**src/rtl/count_mod.sv**
```systemverilog
// count_mod: modulo-MOD up/down event counter with synchronous load,
// combinational terminal count for cascading, sticky wrap flag and a
// one-cycle out-of-range load indication.
module count_mod #(
  parameter int WIDTH = 4,
  parameter int MOD   = 10
) (
  input  logic             ck,
  input  logic             rst,
  input  logic             en,
  input  logic             up,
  input  logic             ld,
  input  logic [WIDTH-1:0] din,
  input  logic             clr_wrap,
  output logic [WIDTH-1:0] q,
  output logic             tc,
  output logic             wrap,
  output logic             ld_err
);

  // Largest value in the count sequence; fits in WIDTH bits even when MOD = 2**WIDTH.
  localparam logic [WIDTH-1:0] MAX_VAL = WIDTH'(MOD - 1);
  localparam logic [WIDTH-1:0] ONE     = WIDTH'(1);

  // Reject a modulus that cannot be represented or would give a degenerate counter.
  if (MOD < 2 || MOD > 2 ** WIDTH) begin : g_bad_mod
    $fatal(1, "count_mod: MOD=%0d illegal for WIDTH=%0d", MOD, WIDTH);
  end

  logic [WIDTH-1:0] count_q, count_d;
  logic             wrap_q, wrap_d;
  logic             ld_err_q, ld_err_d;
  logic             at_term;

  // Terminal count: the current edge would wrap in the selected direction.
  always_comb begin
    at_term = up ? (count_q == MAX_VAL) : (count_q == '0);
    tc      = en & ~ld & ~rst & at_term;
  end

  // Next-state: load beats count; a load never wraps, so tc alone marks a wrap edge.
  always_comb begin
    // NOTE: every output of this block gets a default first, so no path leaves it unassigned and no latch is inferred.
    count_d  = count_q;
    wrap_d   = wrap_q;
    ld_err_d = 1'b0;

    if (ld) begin
      if (din > MAX_VAL) begin
        count_d  = MAX_VAL;
        ld_err_d = 1'b1;
      end else begin
        count_d  = din;
      end
    end else if (en) begin
      if (up) begin
        count_d = at_term ? '0 : count_q + ONE;
      end else begin
        count_d = at_term ? MAX_VAL : count_q - ONE;
      end
    end

    // Setting the flag takes precedence over clearing it on the same edge.
    if (tc) begin
      wrap_d = 1'b1;
    end else if (clr_wrap) begin
      wrap_d = 1'b0;
    end
  end

  // State registers with synchronous reset overriding every other input.
  always_ff @(posedge ck) begin
    // NOTE: non-blocking assignments so all registers update together from pre-edge values.
    if (rst) begin
      count_q  <= '0;
      wrap_q   <= 1'b0;
      ld_err_q <= 1'b0;
    end else begin
      count_q  <= count_d;
      wrap_q   <= wrap_d;
      ld_err_q <= ld_err_d;
    end
  end

  assign q      = count_q;
  assign wrap   = wrap_q;
  assign ld_err = ld_err_q;

endmodule

```
**config.mk**
```make
export PLATFORM = sky130hd
export DESIGN_NAME = count_mod
export DESIGN_NICKNAME = d
export VERILOG_FILES = /design/src/rtl/count_mod.sv
export SDC_FILE = /design/constraint.sdc
export NUM_CORES = 1
export LEC_CHECK = 0
export ABC_AREA = 0
export CELL_PAD_IN_SITES_DETAIL_PLACEMENT = 0
export CELL_PAD_IN_SITES_GLOBAL_PLACEMENT = 1
export CORE_MARGIN = 5
export CORE_UTILIZATION = 29
export CTS_CLUSTER_DIAMETER = 50
export DETAILED_ROUTE_END_ITERATION = 10
export GPL_TIMING_DRIVEN = 1
export PLACE_DENSITY = 0.86
export SETUP_SLACK_MARGIN = 0.2
export SYNTH_ARGS = -nofsm -noshare
export SYNTH_HDL_FRONTEND = slang
export SYNTH_SLANG_ARGS = --single-unit
```
**constraint.sdc**
```tcl
create_clock -name ck -period 2.4 [get_ports ck]
set_clock_uncertainty 0.2 [all_clocks]
set_input_delay 0.48 -clock ck [delete_from_list [all_inputs] [get_ports ck]]
set_output_delay 0.48 -clock ck [all_outputs]
set_load 0.02 [all_outputs]
```
==> results of run 1 <==
==> timing repair <==
action,4_1_cts,5_1_grt
pin swaps,4,4
setup endpoints to repair,1,2
hold buffers,0,0
gates resized for setup,12,8
setup buffers,7,1
==> synthesized netlist by cell type, types with 2 or more instances <==
cell      n
o22ai_1   2
nor2_1    3
nand2b_1  5
nand2_1   3
o211ai_1  2
o21ai_0   2
inv_1     4
ha_1      3
o31ai_1   2
nand3_1   2
dfxtp_1   6
a31oi_1   2
a21oi_1   5
==> kinds of logic after synthesis <==
logic type,Yosys count,synth area share
mux,1,0.0249
flops,6,0.265
simple gates,18,0.213
xor+xnor,1,0.0193
buf+inv,6,0.0663
compound gates,22,0.329
fa+ha+maj,3,0.0829
==> registers in the layout, summed over array words and instances, names as in the netlist <==
| name | cells |
|---|---|
| wrap | 1 |
| q | 4 |
| ld_err | 1 |
==> report_power, final <==
part	switching (mW)	internal (mW)
Clock	0.0396	0.0568
Sequential	0.00503	0.107
Combinational	0.0615	0.0835
==> area by class of cell <==
class / instances / area, um^2 / area share
timing repair buffer: 37 / 337 / 0.400
multi-input combinational: 45 / 324 / 0.385
sequential: 6 / 123 / 0.146
tap: 16 / 20.0 / 0.0238
clock buffer: 3 / 22.5 / 0.0268
inverter: 4 / 15.0 / 0.0179
==> worst min-delay path by stage <==
stage | cells after the start | start | to | slack, ns
after detailed placement | 2 | wrap | wrap | 0.27
after CTS | 2 | wrap | wrap | 0.28
after global placement | 2 | wrap | wrap | 0.27
final | 2 | wrap | wrap | 0.32
after global routing | 2 | wrap | wrap | 0.36
after floorplan | 2 | wrap | wrap | 0.34
==> worst max-delay path, stage by stage (launching register included) <==
cell and delay, ns:
dfxtp_2 0.32, inv_2 0.07, ha_4 0.14, or3b_4 0.37, a21oi_2 0.16, nand2_1 0.09
nor2_2 0.12, buf_6 0.14
==> per-layer routing <==
layer | track usage | part of all wire | vias up
met5 | 0 | 0 | -
met4 | 0.0568 | 0.029 | 0
met3 | 0.0392 | 0.038 | 4
met2 | 0.184 | 0.52 | 12
met1 | 0.135 | 0.41 | 263
li1 | - | - | 285
==> stage by stage <==
stage          power (mW)  area, um^2  TNS [ns]  cells  hold WS, ns
2_1_floorplan       0.174         455         0     57        0.341
3_3_place_gp        0.237         718    -0.495    100        0.267
3_5_place_dp        0.240         718    -0.540    100        0.268
4_1_cts             0.349         807         0    110        0.276
5_1_grt             0.375         841         0    111        0.361
6_report            0.353         841         0    111        0.318
==> results by stage, run 1 <==
STA:
- The highest attainable clock frequency is ~430 MHz.
- Setup repair after global routing could not meet its margin everywhere.
- The minimum clock period after layout is approximately 2.3 ns.
- The fraction of the cycle the final worst path needs is 0.972.
- At the pin with the least slew margin, the transition time is about 0.27 ns.
- The worst pin sits at a relative slew slack of 0.822.
- The number of hold violations in the final report is 0.
- The number of pins exceeding their max-slew limit in the final report came to 0.
- The total setup violations reported at the end of the flow is 0.
- Across all setup checks in the final design, the least slack found is 0.0666 ns.

Cells and area:
- The total number of nets in the final design is 110.
- The library cell used most frequently in the layout, excluding fill and tap cells, is buf_4.
- The repair_antennas step left the layout with diodes totalling 0.
- In the layout the commonest cells are buf_4 (16), clkdlybuf4s50_1 (14), buf_6 (6).
- The layout overhead on the synthesized area is 85.6%.
- In the final layout, the share of cells above drive strength 1 is 0.379.
- The count of fill cells added during filler insertion is 132.
- For this run, the share of the core covered by cells in the final layout is 0.565.

Synth:
- Ranked by total cell area, the synthesized netlist is headed by dfxtp_1 (27%), ha_1 (8.3%), nand2b_1 (6.9%), a21oi_1 (5.5%), inv_1 (3.3%).
- The share of synthesized area in the top cell type comes to 0.265.
- The net count after synthesis is 70.
- The portion of the post-synthesis area used by sequential elements is 0.265.
- The number of distinct library cells after synthesis is 29.
- The summed instance area of the synthesized netlist is 453 um^2.
- In this run, synthesis inferred 0 flip-flops with an integrated enable.
- For this run, the number of Yosys warnings is 0.
- dfxtp_1 takes more of the synthesized area than any other cell.
- The average cell area after synthesis is a little under 8 um^2.
- In this run, synthesis produced a sequential element count of 6.
- Synthesis produced 57 cells.
- The most used flip-flop cell after synthesis is dfxtp_1.
- The async set-or-reset flop fraction in the synthesized netlist is 0.

Die:
- The number of ports placed on the die boundary is 17.
- From left edge to right edge, the die measures 49.5 um.
- The die is 49.5 um tall.
- The area of the die is between 2000 and 2500 um^2.
- The initial core utilization is 0.304.
- The floorplan has 14 rows.
- The placeable core area is approximately 1500 um^2.

Detailed routing:
- Once detail routing completed, the nets flagged for antenna violations numbered 0.
- The ratio of routed vias to standard cells is ~5.
- The first-pass detailed-route iteration total is 3.
- The wire length reported by the detailed router is about 1500 um.
- The detailed router finished its first iteration with 6 violations.
- Dividing the detail-routed wire length by the instance count gives approximately 13 um.
- The total via count after detailed routing is approximately 560.
- The DRC violation count after routing is 0.

Placed design:
- Port buffering added 16 buffers.
- The wire-length estimate of the detail-placed layout is about 1100 um.
- The final weighted congestion of routability-driven global placement is around 0.78.
- The placement-stage worst setup slack is -0.540 ns.

Setup path:
- The critical path data arrival time is 1.65 ns.
- The critical path starts at q[0].
- The kind of critical path is flip-flop to primary output.
- Following the worst setup path forward leads to its endpoint at tc.
- Counting cells, the worst reg-to-reg path comes to 12.
- The setup check on the worst reg-to-reg path leaves a slack of ~0.18 ns.
- The worst setup path is captured at a primary output.
- The largest fanout of any net on the critical path is 2.
- The terminus of the critical flop-to-flop path is wrap.
- The worst setup path is launched from a flip-flop.
- The worst reg2reg path startpoint is q[0].
- STA puts the critical path data required time at roughly 1.7 ns.

Clock tree:
- The clock-pin slew reported for the worst setup and hold paths after clock tree synthesis is approximately 0.05 ns.
- The number of CTS-inserted buffers is 3.
- TritonCTS built the clock tree.
- The clock insertion delay at the later pin of the skew report is 0.25 ns.
- CTS built an H-tree with a depth of 1.
- The root buffer cell is clkbuf_4.
- The clock passes through at most 2 buffers.
- The number of sinks on the clock net is 6.

Global routing:
- The number of global-route vias before repair came to between 500 and 600.
- The number of antenna violations at the first check in global routing is 0.
- The total overflow left after global routing is 0.
- The first global-routing pass estimated 2210 um of wire.
- In the global route stage, overall resource usage came out at 0.115.
- Entering global routing, the biggest net connects 10 pins.

Status:
- The flow ran to the end, and the final reports show no timing, DRC or antenna violations.

Power and ir drop:
- In this run the static leakage power is roughly 0.34 nW.
- For this design the ratio of total power to cell area is 420 nW/um^2.
- The peak supply drop is 278 uV.

Min path:
- In this run the worst hold path is classified as flip-flop to flip-flop.

Run:
- The tool flagged a number of max-cap violations equal to 0.
Power figures use the tool's default switching activity.
==> run 2: changes to the inputs <==
ABC_AREA = 1   (was 0)
CORE_UTILIZATION = 28   (was 29)
==> results by stage, run 2 <==
Placed design:
- At the end of routability-driven placement, the weighted congestion stood at 0.883.
- The placed instances occupy a cell area of 744 um^2.
- During placement, the flow inserted port buffers numbering 16.
- After legalization and detailed placement, the total HPWL measured around 1100 um.

Synth:
- The async set-or-reset flop fraction in the synthesized netlist is 0.
- The share of synthesized area in the top cell type comes to 0.250.
- For this run, the register share of the synthesized area comes to 0.250.
- The largest area contributor in the netlist is dfxtp_1.
- The flop and latch count out of synthesis is 6.
- The summed instance area of the synthesized netlist is 480 um^2.
- Ranked by instance count, the synthesized netlist is headed by nand2_1 (20), inv_1 (13), dfxtp_1 (6), nand3_1 (6), nor2_1 (5).
- Counting flops with a built-in enable in the synthesized netlist gives 0.
- The average cell area after synthesis is around 6.4 um^2.
- The most frequently used flop master after synthesis is dfxtp_1.
- The Yosys step of the flow raised 0 warnings.
- In the post-synthesis netlist, the biggest area contributors are dfxtp_1 (25%), nand2_1 (16%), inv_1 (10%), ha_1 (7.8%), nand3_1 (6.3%).
- Counting every instance in the synthesized netlist gives between 70 and 80.
- In this run, distinct cell masters in the synthesized netlist total 19.
- The net count after synthesis is between 80 and 90.
- The dominant cell by count in the synthesized netlist is nand2_1.

Power and ir drop:
- The analysis attributes to cell leakage a power of 0.397 nW.
- Of the total power, combinational logic draws 0.391.
- The cell internal power dissipation is about 0.23 mW.
- For this design the ratio of total power to cell area is 442 nW/um^2.
- The worst-case IR drop observed on VDD is 220 uV.
- For this design the total switching power over the nets is around 0.12 mW.
- The total power is 0.346 mW.
- Of the total power, the clock network draws 0.285.
- The portion of total power attributed to sequential cells is 0.324.
- Of the total power, the share spent switching nets is 0.333.

Global routing:
- The maximum number of pins on one net before global-route repair is 7.
- The first global-routing pass estimated roughly 2200 um of wire.
- After global routing the overflow that remains totals 0.
- The number of antenna violations at the first check in global routing is 0.
- The global-route usage over all layers is 0.108.
- The number of global-route vias before repair is around 550.

Detailed routing:
- The pre-antenna-repair detailed-routing pass consisted of 4 iterations.
- After the first detailed-routing iteration, the DRC count stood at 4.
- The DRC violation count after routing is 0.
- The routed length per instance is 11.2 um.
- Wires add up to ~1400 um.
- The routed layout has about 570 vias.
- Using the TritonRoute via totals, the vias-per-cell ratio works out to 4.66.
- Once detail routing completed, the nets flagged for antenna violations numbered 0.

Die:
- The floorplan row count is 15.
- The height of the chip is a little over 50 um.
- The initial core utilization is 0.288.
- The number of ports placed on the die boundary is 17.
- The placeable core area is approximately 1700 um^2.
- The area of the die is between 2000 and 3000 um^2.
- The die is between 50 and 60 um wide.

STA:
- The highest attainable clock frequency is roughly 470 MHz.
- Setup repair after global routing left no endpoint under its margin.
- The number of hold violations in the final report is 0.
- The slew of the pin with the lowest slew margin is approximately 0.24 ns.
- The number of pins exceeding their max-slew limit in the final report is 0.
- The max-slew headroom at the worst pin is 0.835.
- The minimum clock period after layout is between 2 and 2.5 ns.
- Setup violations remaining at the end of the flow were counted as 0.
- In the finished design, the share of the clock period the worst path needs comes to 0.886.

Clock tree:
- The clock insertion delay at the later pin of the skew report is ~0.25 ns.
- The TritonCTS clock tree is yes.
- No sink is reached through more buffers than the 2 on the longest clock path.
- The level count of the clock H-tree is 1.
- In this run the clock root is driven by a clkbuf_4.
- After clock tree synthesis, the clock-pin slew on the worst setup and hold paths is ~0.05 ns.
- The number of hold buffers added after CTS was 0.
- For this design, the sink count on the clock tree is 6.
- The number of CTS-inserted buffers is 3.

Setup path:
- The kind of critical path is primary input to primary output.
- STA classifies the critical path startpoint as a primary input.
- Data arrives at the worst endpoint at around 1.5 ns.
- The worst setup path is captured at a primary output.
- Data on the critical path is required at its endpoint by ~1.7 ns.
- The largest fanout of any net on the critical path is 2.

Min path:
- The worst min-delay path category is flip-flop to flip-flop.

Cells and area:
- In the final design database the tool counted between 100 and 150 nets.
- 0 antenna diodes ended up in the layout.
- The most common cell after layout, fill and taps aside is nand2_1.
- The flip-flop count of the largest register after layout is 4.
- The final standard cell area without fillers is between 700 and 800 um^2.
- The layout overhead on the synthesized area is 63.0%.
- Of the cells placed in the final design, the portion with a size suffix greater than 1 is 0.217.
- In the layout the commonest cells are nand2_1 (20), clkdlybuf4s50_1 (14), inv_1 (13).

Run:
- The number of max-capacitance violations reported is 0.

Status:
- The flow ran to the end, and the final reports show no timing, DRC or antenna violations.
==> run 2: logic make-up (layout without fill, tap and decap cells) <==
kind of cell             after synthesis  count (layout)  share of synthesized area
buffers and inverters                 15              46                      0.117
AO/OA/AOI/OAI                         11              11                      0.128
AND/OR/NAND/NOR                       37              37                      0.372
XOR/XNOR                               3               3                     0.0547
flip-flops                             6               6                      0.250
adder cells (fa/ha/maj)                3               3                     0.0781
==> run 2: what timing repair did <==
action                                  4_1_cts  5_1_grt
endpoints found under the setup margin        1        1
gates cloned                                  0        0
gates resized for setup                       5        3
setup buffers                                 0        1
pin swaps                                     0        2
==> run 2: final cells by class <==
cell class,count,area [um^2]
Clock buffer,3,22.5
Tap cell,17,21.3
Multi-Input combinational cell,54,309
Inverter,15,56.3
Fill cell,179,887
Sequential cell,6,120
Timing Repair Buffer,28,254
==> run 2: worst paths after layout <==
path,startpoint,to,slack [ns],cells past startpoint
worst max-delay path,rst,tc,0.27,5
worst min register to register,wrap,wrap,0.28,2
worst min-delay path,wrap,wrap,0.28,2
worst max register to register,q[0],q[3],0.81,11
==> run 2: stage by stage <==
stage                      util  setup WS (ns)  setup TNS (ns)  hold WS (ns)  instances
after floorplan               -          0.515               0         0.339         75
after global placement    0.446         -0.284          -0.284         0.265        119
after detailed placement  0.446         -0.305          -0.305         0.263        119
after CTS                 0.459          0.223               0         0.272        122
after global routing      0.469          0.210               0         0.328        123
final                     0.469          0.273               0         0.276        123
==> run 2: power by group through the flow <==
stage                     combinational (mW)  sequential, mW  clock (mW)
after floorplan                       0.0582           0.124           0
after global placement                 0.132           0.114           0
after detailed placement               0.134           0.114           0
after CTS                              0.135           0.112       0.102
after global routing                   0.148           0.113       0.106
final                                  0.135           0.112      0.0984
==> run 2: worst max-delay path: stages <==
cell	delay [ns]
clkdlybuf4s50_1	0.45
nor3_2	0.21
nand3_1	0.12
inv_1	0.08
buf_6	0.11
==> run 2: layer usage <==
metal / GRT usage / share of wire
met4: 0.0524 / 0.015
met3: 0.0204 / 0.036
met2: 0.182 / 0.51
met5: 0 / 0
met1: 0.130 / 0.44
